File: config.mk
export PLATFORM = sky130hd
export DESIGN_NAME = count_seq_monitor_flat
export DESIGN_NICKNAME = d
export VERILOG_FILES = /design/src/rtl/count_mon_pkg.sv /design/src/rtl/count_seq_monitor_if.sv /design/src/rtl/count_step_chk.sv /design/src/rtl/count_seq_monitor.sv /design/src/flat_wrapper.sv
export SDC_FILE = /design/constraint.sdc
export NUM_CORES = 1
export LEC_CHECK = 0
export BUFFER_PORTS_ARGS = -buffer_cell sky130_fd_sc_hd__buf_4
export CORE_AREA = 2 2 68 70
export CTS_CLUSTER_SIZE = 20
export DETAILED_ROUTE_END_ITERATION = 8
export DIE_AREA = 0 0 70 72
export PLACE_DENSITY = 0.5
export SYNTH_ARGS = -nofsm -noshare
export SYNTH_HDL_FRONTEND = slang
export SYNTH_SLANG_ARGS = --single-unit
export TNS_END_PERCENT = 5
File: constraint.sdc
create_clock -name clk -period 5.63 [get_ports clk]
set_input_delay 0.2815 -clock clk [delete_from_list [all_inputs] [get_ports clk]]
set_output_delay 0.2815 -clock clk [all_outputs]
set_load 0.1 [all_outputs]
File: src/rtl/count_mon_pkg.sv
// Shared constants and state type for the count sequence checkers.
package count_mon_pkg;

    localparam int COUNT_W = 4;
    localparam logic [COUNT_W-1:0] COUNT_MAX = 4'hF;

    typedef enum logic [1:0] {
        ACQUIRE,
        LOCKED,
        ERROR
    } count_mon_state_t;

    function automatic logic [COUNT_W-1:0] count_next(input logic [COUNT_W-1:0] v);
        return v + COUNT_W'(1);
    endfunction

endpackage

File: src/rtl/count_seq_monitor_if.sv
// Observation bus between the free-running counter side and the sequence monitor.
interface count_seq_monitor_if #(
    parameter int WRAP_W = 8
);
    import count_mon_pkg::*;

    logic [COUNT_W-1:0] count;
    logic               clr;
    logic               locked;
    logic               wrap;
    logic               err;
    logic               err_flag;
    logic [WRAP_W-1:0]  wrap_cnt;
    logic               wrap_ovf;

    modport master (
        output count, clr,
        input  locked, wrap, err, err_flag, wrap_cnt, wrap_ovf
    );

    modport slave (
        input  count, clr,
        output locked, wrap, err, err_flag, wrap_cnt, wrap_ovf
    );

endinterface

File: src/rtl/count_step_chk.sv
// Combinational step decode: is count exactly prev+1 (mod 2^COUNT_W), and is that step a wrap.
module count_step_chk
    import count_mon_pkg::*;
(
    input  logic [COUNT_W-1:0] prev,
    input  logic               prev_vld,
    input  logic [COUNT_W-1:0] count,
    output logic               good,
    output logic               is_wrap
);

    assign good    = prev_vld && (count == count_next(prev));
    assign is_wrap = good && (prev == COUNT_MAX);

endmodule

File: src/rtl/count_seq_monitor.sv
// Sequence monitor for the 4-bit free-running counter: lock, wrap counting, break detection.
// COUNT_SEQ_MONITOR_STICKY_ERR_EN: a break while locked parks the FSM in ERROR until clr/rst.
//
// state   | meaning
// ACQUIRE | counting consecutive good steps toward lock
// LOCKED  | tracking; wraps counted, any bad step reported
// ERROR   | parked after a break (sticky build only), waits for clr
module count_seq_monitor
    import count_mon_pkg::*;
#(
    parameter int LOCK_CNT = 4,
    parameter int WRAP_W   = 8
) (
    input logic              clk,
    input logic              rst,
    count_seq_monitor_if.slave bus
);

    localparam logic [3:0] LOCK_RUN = 4'(LOCK_CNT - 1);

    count_mon_state_t   state;
    logic [COUNT_W-1:0] prev;
    logic               prev_vld;
    logic [3:0]         run;
    logic               locked_q;
    logic               wrap_q;
    logic               err_q;
    logic               err_flag_q;
    logic [WRAP_W-1:0]  wrap_cnt_q;
    logic               wrap_ovf_q;
    logic               good;
    logic               is_wrap;

    count_step_chk u_step_chk (
        .prev     (prev),
        .prev_vld (prev_vld),
        .count    (bus.count),
        .good     (good),
        .is_wrap  (is_wrap)
    );

    always_ff @(posedge clk or negedge rst) begin
        if (!rst) begin
            state      <= ACQUIRE;
            prev       <= '0;
            prev_vld   <= 1'b0;
            run        <= '0;
            locked_q   <= 1'b0;
            wrap_q     <= 1'b0;
            err_q      <= 1'b0;
            err_flag_q <= 1'b0;
            wrap_cnt_q <= '0;
            wrap_ovf_q <= 1'b0;
        end else begin
            prev   <= bus.count;
            wrap_q <= 1'b0;
            err_q  <= 1'b0;
            if (bus.clr) begin
                // prev_vld cleared so the next sample only seeds prev
                state      <= ACQUIRE;
                prev_vld   <= 1'b0;
                run        <= '0;
                locked_q   <= 1'b0;
                err_flag_q <= 1'b0;
                wrap_cnt_q <= '0;
                wrap_ovf_q <= 1'b0;
            end else begin
                prev_vld <= 1'b1;
                unique case (state)
                    ACQUIRE: begin
                        if (good) begin
                            if (run == LOCK_RUN) begin
                                state    <= LOCKED;
                                locked_q <= 1'b1;
                                run      <= '0;
                            end else begin
                                run <= run + 4'd1;
                            end
                        end else if (prev_vld) begin
                            run <= '0;
                        end
                    end
                    LOCKED: begin
                        if (is_wrap) begin
                            wrap_q     <= 1'b1;
                            wrap_cnt_q <= wrap_cnt_q + WRAP_W'(1);
                            if (wrap_cnt_q == '1) wrap_ovf_q <= 1'b1;
                        end else if (!good) begin
                            err_q      <= 1'b1;
                            err_flag_q <= 1'b1;
                            locked_q   <= 1'b0;
                            run        <= '0;
`ifdef COUNT_SEQ_MONITOR_STICKY_ERR_EN
                            state      <= ERROR;
`else
                            state      <= ACQUIRE;
`endif
                        end
                    end
                    ERROR: begin
                    end
                    default: begin
                        state    <= ACQUIRE;
                        locked_q <= 1'b0;
                        run      <= '0;
                    end
                endcase
            end
        end
    end

    assign bus.locked   = locked_q;
    assign bus.wrap     = wrap_q;
    assign bus.err      = err_q;
    assign bus.err_flag = err_flag_q;
    assign bus.wrap_cnt = wrap_cnt_q;
    assign bus.wrap_ovf = wrap_ovf_q;

endmodule

File: src/flat_wrapper.sv
// flat-port wrapper written by rule: the top's interface ports become plain ports
module count_seq_monitor_flat import count_mon_pkg::*;
#(
    parameter int LOCK_CNT = 4,
    parameter int WRAP_W   = 8
)
  (clk, rst, bus_count, bus_clr, bus_locked, bus_wrap, bus_err, bus_err_flag, bus_wrap_cnt, bus_wrap_ovf);
  count_seq_monitor_if #(.WRAP_W(WRAP_W)) bus_i ();
  input logic clk;
  input logic rst;
  input wire logic [$bits(bus_i.count)-1:0] bus_count;
  input wire logic [$bits(bus_i.clr)-1:0] bus_clr;
  output wire logic [$bits(bus_i.locked)-1:0] bus_locked;
  output wire logic [$bits(bus_i.wrap)-1:0] bus_wrap;
  output wire logic [$bits(bus_i.err)-1:0] bus_err;
  output wire logic [$bits(bus_i.err_flag)-1:0] bus_err_flag;
  output wire logic [$bits(bus_i.wrap_cnt)-1:0] bus_wrap_cnt;
  output wire logic [$bits(bus_i.wrap_ovf)-1:0] bus_wrap_ovf;
  assign bus_i.count = bus_count;
  assign bus_i.clr = bus_clr;
  assign bus_locked = bus_i.locked;
  assign bus_wrap = bus_i.wrap;
  assign bus_err = bus_i.err;
  assign bus_err_flag = bus_i.err_flag;
  assign bus_wrap_cnt = bus_i.wrap_cnt;
  assign bus_wrap_ovf = bus_i.wrap_ovf;
  count_seq_monitor #(.LOCK_CNT(LOCK_CNT), .WRAP_W(WRAP_W)) u_core (.clk(clk), .rst(rst), .bus(bus_i));
endmodule
==> flow_summary.toml, run 1 <==
[synth]
synth_warnings = 0
synth_xor_area_share_pct = 5.68
synthTopCellsByArea = "dfrtp_1 (51%), xnor2_1 (4.1%), nor2_1 (3.8%), ha_1 (3.5%), nand2_1 (3.5%)"
post-synth-top-count-cell = "dfrtp_1"
ys_seq_area_share_pct = 51.0
synth_area_um2 = 1080
synth_top_family_by_area = "simple AND/OR/NAND/NOR gates"
synth_top_cell_area_share_pct = 51.0
muxShareOfSynthArea_pct = 4.98
synth-compound-area-share_pct = 8.92
synth_nets = 116
synthTopCellsByCount = "dfrtp_1 (22), nor2_1 (11), nand2_1 (10)"
synth-simple-area-share_pct = 23.4
synth.distinct_cells = 30
synth_area_per_cell_um2 = 10.2
synth_cells = 106
synth_ff_type = "dfrtp_1"
ys_ff_latch = 22
synth_edf_count = 0
yosysTopAreaCell = "dfrtp_1"
synthArstFlopShare_pct = 100
yosys.area_share.adder_pct = 3.48

[sta]
fin_crit_ns = 2.10
maxSlewHeadroom_pct = 69.5
rsz0062_at_grt = "false"
max_freq_mhz = 476
hold_viol = 0
fin_ws_ns = 3.53
setup_violations = 0
fin_worst_skew_ns = 0.00577
slew_violations = 0
tightest_slew_ns = 0.454
setup_tns_ns = 0
min_period_over_period_pct = 37.3

[power_and_ir_drop]
leakage_nw = 0.584
ir_worst_vdd_mv = 0.0668
cellPowerDensity_nw_per_um2 = 211

[worst_setup_path]
reg2reg_slack_ns = 3.53
critPathMaxFanout = 4
end_kind = "flop"
crit_type = "reg2reg"
worstPathCellList = "ha_1, xnor2_1, nand3_1, or3_4, nor3_2, mux2_2"
required_ns = 5.78
startpoint_type = "flop"
max_stage_delay_ns = 0.43
arrival_ns = 2.25
critPathTopFamily = "simple AND/OR/NAND/NOR gates"
slowest_stage = "or3_4"
crit_buf_inv = 0

[job]
max_cap_violations = 0

[detailed_routing]
num_vias = 821
vias_per_cell = 4.64
drt-total-wl_um = 2170
postRouteAntennaNets = 0
dr.pass1.iters = 4
drc = 0
drt_iter0_drc = 25
wire_per_inst_um = 12.2

[floorplan]
start_util_pct = 25.3
dieArea_um2 = 5040
dieHeight_um = 72
rows = 24
coreArea_um2 = 4260
die_w_um = 70
ios = 20

[placed_design]
io_buffer_count = 19
place_congestion = 0.745
dp_hpwl_um = 1610
dpl_worst_slack_ns = 3.53
place_inst = 173

[clocking]
clockBufferDepth = 2
clock-sinks = 22
cts.clk_slew.worst_paths_ns = 0.08
postCtsResizedCells = 0
cts_root_buf = "clkbuf_8"
post-cts-setup-buffers = 0
cts_tree = "built"
clock_latency_ns = 0.26
htree_levels = 1
cts_buffers = 3

[global_route]
overflow = 0
use_met1_pct = 11.9
grt_pass1_vias = 830
grt_start_max_net_pins = 23
grt_pass1_wl_um = 3760
grt_antenna_before_repair = 0
met3_usage_pct = 2.08
use_met2_pct = 15.8
grtUsageTotal_pct = 9.33
grt-busiest-layer = "met2"

[final_layout]
finalNetCount = 137
instances_no_fill = 177
drive_gt1_share_pct = 24.0
antenna_cells = 0
area_growth_pct = 22.5

[min_path]
hold_path_class = "in2reg"

[run_status]
outcome = "completed"
==> through the flow <==
step	total power [mW]	area (um^2)	utilization [%]	hold WS [ns]
after floorplan	0.176	1080	-	-0.0141
after global placement	0.185	1270	29.8	0.192
after detailed placement	0.186	1270	29.8	0.193
after CTS	0.285	1320	31.0	0.136
after global routing	0.295	1320	31.0	0.128
final	0.279	1320	31.0	0.144
==> repair_timing <==
| item | 4_1_cts | 5_1_grt |
|---|---|---|
| hold buffers | 1 | 0 |
| hold endpoints to repair | 22 | 0 |
| setup endpoints to repair | 0 | 0 |
==> path summary, 6_finish.rpt <==
kind / start / to / depth (start not counted)
max in group asynchronous: rst / u_core.bus.wrap_cnt[6]$_DFFE_PN0P_ / 2
worst max-delay path: u_core.prev[0]$_DFF_PN0_ / u_core.bus.wrap_cnt[7]$_DFFE_PN0P_ / 6
min in group asynchronous: rst / u_core.run[0]$_DFFE_PN0P_ / 2
worst max register to register: u_core.prev[0]$_DFF_PN0_ / u_core.bus.wrap_cnt[7]$_DFFE_PN0P_ / 6
worst min register to register: u_core.bus.err_flag$_DFFE_PN0P_ / u_core.bus.err_flag$_DFFE_PN0P_ / 2
worst min-delay path: bus_count[3] / u_core.prev[3]$_DFF_PN0_ / 1
==> registers in the layout, summed over array words and instances (netlist names) <==
name	flops
u_core.bus.wrap_cnt	8
u_core.run	4
u_core.bus.wrap	1
u_core.prev_vld	1
u_core.bus.err_flag	1
u_core.state	1
u_core.prev	4
u_core.bus.err	1
u_core.bus.wrap_ovf	1
==> cells in the final DEF, fill, tap and decap left out <==
master	instances
ha_1	3
nor3b_1	2
mux2i_1	2
clkbuf_8	3
nor2b_1	4
dfrtp_1	22
xnor2_1	5
or2_2	2
buf_4	19
o21ai_0	1
or3_1	2
nand2b_1	1
o2bb2ai_1	1
inv_1	3
dlygate4sd3_1	1
nor4_1	1
a21o_1	3
nor3_2	2
nand3b_1	1
or3_4	1
mux2_2	3
and3_1	1
a2bb2oi_1	2
nand2_1	10
xor2_1	2
nand3_1	6
o31ai_1	1
nor2_1	11
a21oi_1	7
nand4b_1	1
nand4_1	2
==> layer usage <==
layer,wire (um),share of wire [%],vias to the layer above
li1,-,-,403
met1,1040,48,397
met2,1030,48,19
met3,85,3.9,2
met4,16,0.74,0
met5,0,0,-
==> power by group <==
group | switching (mW) | internal (mW)
Sequential | 0.00170 | 0.160
Clock | 0.0488 | 0.0477
Combinational | 0.0120 | 0.00872
==> area by class of cell <==
class / instances / area [um^2]
tap: 52 / 65.1
clock buffer: 3 / 41.3
fill: 458 / 2940
sequential: 22 / 551
timing repair buffer: 20 / 153
inverter: 3 / 11.3
multi-input combinational: 77 / 502
==> kinds of logic (layout without fill, tap and decap cells) <==
group	Yosys count	count (layout)
DFF	22	22
adders and majority gates	3	3
muxes	5	5
and+or+nand+nor	47	47
AOI/OAI and AO/OA	15	15
buffers and inverters	7	26
xor gates and xnor gates	7	7
==> worst reg2reg max path, stage by stage, from the launching register on <==
cell,delay (ns)
dfrtp_1,0.41
ha_1,0.31
xnor2_1,0.15
nand3_1,0.16
or3_4,0.43
nor3_2,0.19
mux2_2,0.35
No activity file was read; power rests on OpenSTA's default activity.
==> inputs of run 2 (changes only) <==
--- a/config.mk
+++ b/config.mk
@@ -5,12 +5,13 @@
 export SDC_FILE = /design/constraint.sdc
 export NUM_CORES = 1
 export LEC_CHECK = 0
+export ABC_AREA = 1
 export BUFFER_PORTS_ARGS = -buffer_cell sky130_fd_sc_hd__buf_4
-export CORE_AREA = 2 2 68 70
+export CORE_AREA = 2 2 71 73
 export CTS_CLUSTER_SIZE = 20
 export DETAILED_ROUTE_END_ITERATION = 8
-export DIE_AREA = 0 0 70 72
-export PLACE_DENSITY = 0.5
+export DIE_AREA = 0 0 73 75
+export PLACE_DENSITY = 0.52
 export SYNTH_ARGS = -nofsm -noshare
 export SYNTH_HDL_FRONTEND = slang
 export SYNTH_SLANG_ARGS = --single-unit
==> constraint.sdc (replaced) <==
create_clock -name clk -period 1.8 [get_ports clk]
set_input_delay 0.09 -clock clk [delete_from_list [all_inputs] [get_ports clk]]
set_output_delay 0.09 -clock clk [all_outputs]
set_load 0.1 [all_outputs]
==> run 2 against run 1 <==
Against the previous run:
- non-clock buffer count is 4 higher
- register-to-register slack worse by 3.4 ns
- combinational power grew to 4.0 times the previous value
==> flow_summary.toml, run 2 <==
[power_and_ir_drop]
leakage_nw = 0.816
ir_worst_vdd_mv = 0.185
cellPowerDensity_nw_per_um2 = 603

[final_layout]
largest_register_ffs = 8
register_area_um2 = 553
num-fill-cells = 498
antenna_cells = 0
finalNetCount = 184
layout_common_cells = "nand2_1 (42), inv_1 (22), dfrtp_1 (20)"
multi_input_area_um2 = 536
layout_commonest_cell = "nand2_1"
area_growth_pct = 25.7
drive_gt1_share_pct = 20.8

[synth]
ys_ff_latch = 22
yosysTopAreaCell = "dfrtp_1"
synthTopCellsByArea = "dfrtp_1 (46%), nand2_1 (13%), inv_1 (7.0%), nand3_1 (6.7%), nor2_8 (3.4%)"
synth.distinct_cells = 26
synth_area_per_cell_um2 = 8.08
synth_warnings = 0
synth_nets = 157
post-synth-top-count-cell = "nand2_1"
synth_ff_type = "dfrtp_1"
synth_area_um2 = 1190
synthTopCellsByCount = "nand2_1 (42), dfrtp_1 (22), inv_1 (22)"
synthArstFlopShare_pct = 100
ys_seq_area_share_pct = 46.4
synth_edf_count = 0
synth_cells = 147
synth_top_cell_area_share_pct = 46.4

[placed_design]
dp_hpwl_um = 1820
io_buffer_count = 19
dpl_worst_slack_ns = 0.109
place_congestion = 0.796

[min_path]
hold_path_class = "in2reg"
hold_depth = 2

[job]
max_cap_violations = 0

[floorplan]
dieArea_um2 = 5480
die_w_um = 73
coreArea_um2 = 4660
start_util_pct = 25.5
dieHeight_um = 75
rows = 25
ios = 20

[detailed_routing]
postRouteAntennaNets = 0
dr.pass1.iters = 4
drc = 0
drt_iter0_drc = 24
vias_per_cell = 4.31
wire_per_inst_um = 10.7
drt-total-wl_um = 2420
num_vias = 979

[worst_setup_path]
crit_type = "reg2reg"
end_kind = "flop"
crit_buf_inv = 2
required_ns = 1.94
critPathTopFamily = "simple AND/OR/NAND/NOR gates"
slowest_stage = "dfrtp_1"
reg2reg_depth = 10
worstPathCellList = "ha_4, inv_1, nand2_1, nand3_1, nor2_2, nand3_4, nor2_8, inv_6, nand2_4, o21ai_0"
critPathMaxFanout = 7
max_stage_delay_ns = 0.44
path_depth = 10
arrival_ns = 1.86
startpoint_type = "flop"

[sta]
setup_tns_ns = 0
max_freq_mhz = 582
fin_ws_ns = 0.0811
hold_viol = 0
min_period_over_period_pct = 95.5
maxSlewHeadroom_pct = 74.3
slew_violations = 0
rsz0062_at_grt = "false"
fin_worst_skew_ns = 0.00131
setup_violations = 0
fin_crit_ns = 1.72
tightest_slew_ns = 0.385

[global_route]
grt_start_max_net_pins = 23
overflow = 0
grt_pass1_wl_um = 4010
grt_pass1_vias = 956
grt_antenna_before_repair = 0
grtUsageTotal_pct = 9.31

[run_status]
outcome = "completed"

[clocking]
cts.clk_slew.worst_paths_ns = 0.08
cts_root_buf = "clkbuf_8"
clock_latency_ns = 0.25
htree_levels = 1
cts_tree = "built"
cts_buffers = 3
clockBufferDepth = 2
clock-sinks = 22
run 2: changes by cell type after synthesis, sizes merged, moves of 3 or more:
cell    change
a21o        -3
a21oi       -5
clkbuf      -3
inv        +22
mux2        -3
nand2      +34
nand3      +11
nor2b       -4
o21ai       +7
or3         -3
xnor2       -4
run 2: metal layers:
metal  GRT usage, %  wire, um  up-vias
met5              0         0        -
met4           3.09        19        0
met3           1.61        57        2
met2           16.3      1130       10
met1           11.6      1210      453
li1               -         -      514
run 2: logic make-up after synthesis:
logic type	synth area share (%)
XOR/XNOR	1.48
AO/OA/AOI/OAI	5.16
adder cells (fa/ha/maj)	3.16
AND/OR/NAND/NOR	34.2
buffers and inverters	9.59
flip-flops	46.4
run 2: layout make-up:
| class | instances | share of cell area (%) |
|---|---|---|
| timing repair buffer | 24 | 12.9 |
| sequential | 22 | 37.0 |
| inverter | 25 | 6.62 |
| clock buffer | 4 | 3.02 |
| tap | 54 | 4.53 |
| multi-input combinational | 98 | 35.9 |
run 2: report_power, final:
group | leakage [nW] | internal [mW] | switching, mW
clock | 0.0228 | 0.157 | 0.153
sequential | 0.292 | 0.500 | 0.00640
combinational | 0.501 | 0.0333 | 0.0498
total | 0.816 | 0.691 | 0.209
run 2: timing repair:
action	in CTS	in global routing
setup buffers	0	0
hold endpoints to repair	26	0
resized for setup	0	3
endpoints found under the setup margin	0	1
hold buffers	5	0
run 2: final timing paths:
kind,endpoint,startpoint,slack [ns]
worst max-delay path,u_core.bus.wrap_cnt[0]$_DFFE_PN0P_,u_core.prev[0]$_DFF_PN0_,0.08
worst min-delay path,u_core.bus.wrap$_DFF_PN0_,bus_clr,0.09
worst max register to register,u_core.bus.wrap_cnt[0]$_DFFE_PN0P_,u_core.prev[0]$_DFF_PN0_,0.08
worst min register to register,u_core.run[3]$_DFFE_PN0P_,u_core.run[3]$_DFFE_PN0P_,0.52
max in group asynchronous,u_core.bus.wrap_cnt[0]$_DFFE_PN0P_,rst,1.30
min in group asynchronous,u_core.bus.wrap_cnt[4]$_DFFE_PN0P_,rst,0.25
run 2: through the flow:
step                      power, mW  instances  cell area, um^2  hold slack [ns]  utilization, %
after floorplan               0.561        147             1190           -0.206               -
after CTS                     0.918        227             1480           0.0855            31.8
final                         0.899        227             1490           0.0905            32.0
after detailed placement      0.590        218             1390          0.00841            29.7
after global routing          0.947        227             1490           0.0866            32.0
after global placement        0.589        218             1390          0.00364            29.7
==> inputs of run 3 (changes only) <==
--- a/config.mk
+++ b/config.mk
@@ -7,11 +7,11 @@
 export LEC_CHECK = 0
 export ABC_AREA = 1
 export BUFFER_PORTS_ARGS = -buffer_cell sky130_fd_sc_hd__buf_4
-export CORE_AREA = 2 2 71 73
+export CORE_AREA = 2 2 50 52
 export CTS_CLUSTER_SIZE = 20
 export DETAILED_ROUTE_END_ITERATION = 8
-export DIE_AREA = 0 0 73 75
-export PLACE_DENSITY = 0.52
+export DIE_AREA = 0 0 52 54
+export PLACE_DENSITY = 0.83
 export SYNTH_ARGS = -nofsm -noshare
 export SYNTH_HDL_FRONTEND = slang
 export SYNTH_SLANG_ARGS = --single-unit
==> constraint.sdc (replaced) <==
create_clock -name clk -period 2.1 [get_ports clk]
set_input_delay 0.105 -clock clk [delete_from_list [all_inputs] [get_ports clk]]
set_output_delay 0.105 -clock clk [all_outputs]
set_load 0.1 [all_outputs]
==> run 3 against run 2 <==
Against the previous run:
- via count grew 1.4%
- fmax grew 0.56%
- sequential share of layout area grew 0.78 points
- worst hold slack lost 0.047 ns
- power shrank 7.8%
- critical path type unchanged
- critical endpoint unchanged
- largest power group unchanged
==> flow_summary.toml, run 3 (synthesized netlist as in run 2, its figures left out) <==
[final_layout]
finish.utilization_pct = 62.7
drive_gt1_share_pct = 19.7
finalNetCount = 184
layout_commonest_cell = "nand2_1"
antenna_cells = 0
layout_common_cells = "nand2_1 (42), inv_1 (22), dfrtp_1 (22)"
area_growth_pct = 22.6
largest_register_ffs = 8

[clocking]
htree_levels = 1
clockBufferDepth = 2
postCtsResizedCells = 0
clock_latency_ns = 0.31
cts.clk_slew.worst_paths_ns = 0.13
cts_root_buf = "clkbuf_4"
clock-sinks = 22
post-cts-setup-buffers = 0
cts_tree = "built"
hold_buffers = 5
cts_buffers = 3

[sta]
min_period_over_period_pct = 81.4
setup_tns_ns = 0
rsz0062_at_grt = "false"
whs_ns = 0.0437
setup_violations = 0
slew_violations = 0
hold_viol = 0
tightest_slew_ns = 0.354
fin_worst_skew_ns = 0.00752
maxSlewHeadroom_pct = 76.3
max_freq_mhz = 585
fin_crit_ns = 1.71

[placed_design]
place_congestion = 0.868
io_buffer_count = 19
dp_hpwl_um = 1720

[worst_setup_path]
max_stage_delay_ns = 0.43
end_kind = "flop"
reg2reg_depth = 9
arrival_ns = 1.90
critPathTopFamily = "simple AND/OR/NAND/NOR gates"
crit_buf_inv = 1
r2r-start = "u_core.prev[0]$_DFF_PN0_"
worstPathCellList = "ha_1, nand2_1, o21ai_0, nor2_2, nand3_4, nor2_8, inv_6, nand2_4, o21ai_0"
reg2reg_to = "u_core.bus.wrap_cnt[0]$_DFFE_PN0P_"
critPathMaxFanout = 7
reg2reg_slack_ns = 0.39
slowest_stage = "dfrtp_1"
crit_type = "reg2reg"
startpoint_type = "flop"
path_common_cell = "o21ai_0"
required_ns = 2.30

[min_path]
min_to = "u_core.bus.wrap_ovf$_DFFE_PN0P_"
hold_depth = 2
hold_path_class = "in2reg"
hp-start = "bus_clr"

[floorplan]
rows = 18
coreArea_um2 = 2320
dieArea_um2 = 2810
dieHeight_um = 54
start_util_pct = 51.2
ios = 20
die_w_um = 52

[detailed_routing]
met2WireLength_um = 1190
drt-total-wl_um = 2310
postRouteAntennaNets = 0
num_vias = 993
drc = 0
m1WireLength_um = 1040
dr_wl_met3_um = 63
wire_per_inst_um = 11.4
drt_iter0_drc = 23
vias_per_cell = 4.89
highest_layer = "met4"
dr.pass1.iters = 4

[run_status]
outcome = "completed"

[power_and_ir_drop]
cellPowerDensity_nw_per_um2 = 570
leakage_nw = 0.825
ir_worst_vdd_mv = 0.384

[global_route]
overflow = 0
grt_pass1_vias = 907
grt_start_max_net_pins = 23
grt_pass1_wl_um = 3950
grt_antenna_before_repair = 0
grtUsageTotal_pct = 19.3

[job]
max_cap_violations = 0
[run 3: area by class of cell]
| type | instances | area, um^2 |
|---|---|---|
| Clock buffer | 3 | 22.5 |
| Inverter | 25 | 98.8 |
| Clock inverter | 1 | 30.0 |
| Tap cell | 30 | 37.5 |
| Fill cell | 189 | 865 |
| Sequential cell | 22 | 551 |
| Timing Repair Buffer | 24 | 193 |
| Multi-Input combinational cell | 98 | 523 |
[run 3: through the flow]
step	setup WS, ns	cells	total power, mW	cell area, um^2
finish	0.391	203	0.830	1460
global route	0.231	203	0.861	1460
CTS	0.389	203	0.833	1460
detailed placement	0.403	194	0.505	1350
global placement	0.465	194	0.501	1350
floorplan	0.145	147	0.481	1190
[run 3: power breakdown]
| part | switching [mW] | internal [mW] |
|---|---|---|
| logic | 0.0428 | 0.0272 |
| clock network | 0.133 | 0.193 |
| registers | 0.00484 | 0.429 |
| total | 0.180 | 0.649 |
[run 3: worst max-delay path by stage]
stage                                            start                            endpoint  slack, ns  depth (start not counted)
floorplan           u_core.bus.wrap_cnt[1]$_DFFE_PN0P_     u_core.bus.wrap_ovf$_DFFE_PN0P_       0.14                          6
global placement              u_core.prev[0]$_DFF_PN0_  u_core.bus.wrap_cnt[0]$_DFFE_PN0P_       0.46                          9
detailed placement            u_core.prev[0]$_DFF_PN0_  u_core.bus.wrap_cnt[0]$_DFFE_PN0P_       0.40                          9
CTS                           u_core.prev[0]$_DFF_PN0_  u_core.bus.wrap_cnt[0]$_DFFE_PN0P_       0.39                          9
global route                  u_core.prev[0]$_DFF_PN0_           u_core.run[0]$_DFFE_PN0P_       0.23                          8
finish                        u_core.prev[0]$_DFF_PN0_  u_core.bus.wrap_cnt[0]$_DFFE_PN0P_       0.39                          9
[run 3: per-layer routing]
layer / global-route usage (%) / vias to the layer above
met4: 7.89 / 0
met5: 0 / -
li1: - / 516
met2: 33.8 / 17
met3: 2.50 / 2
met1: 24.2 / 458
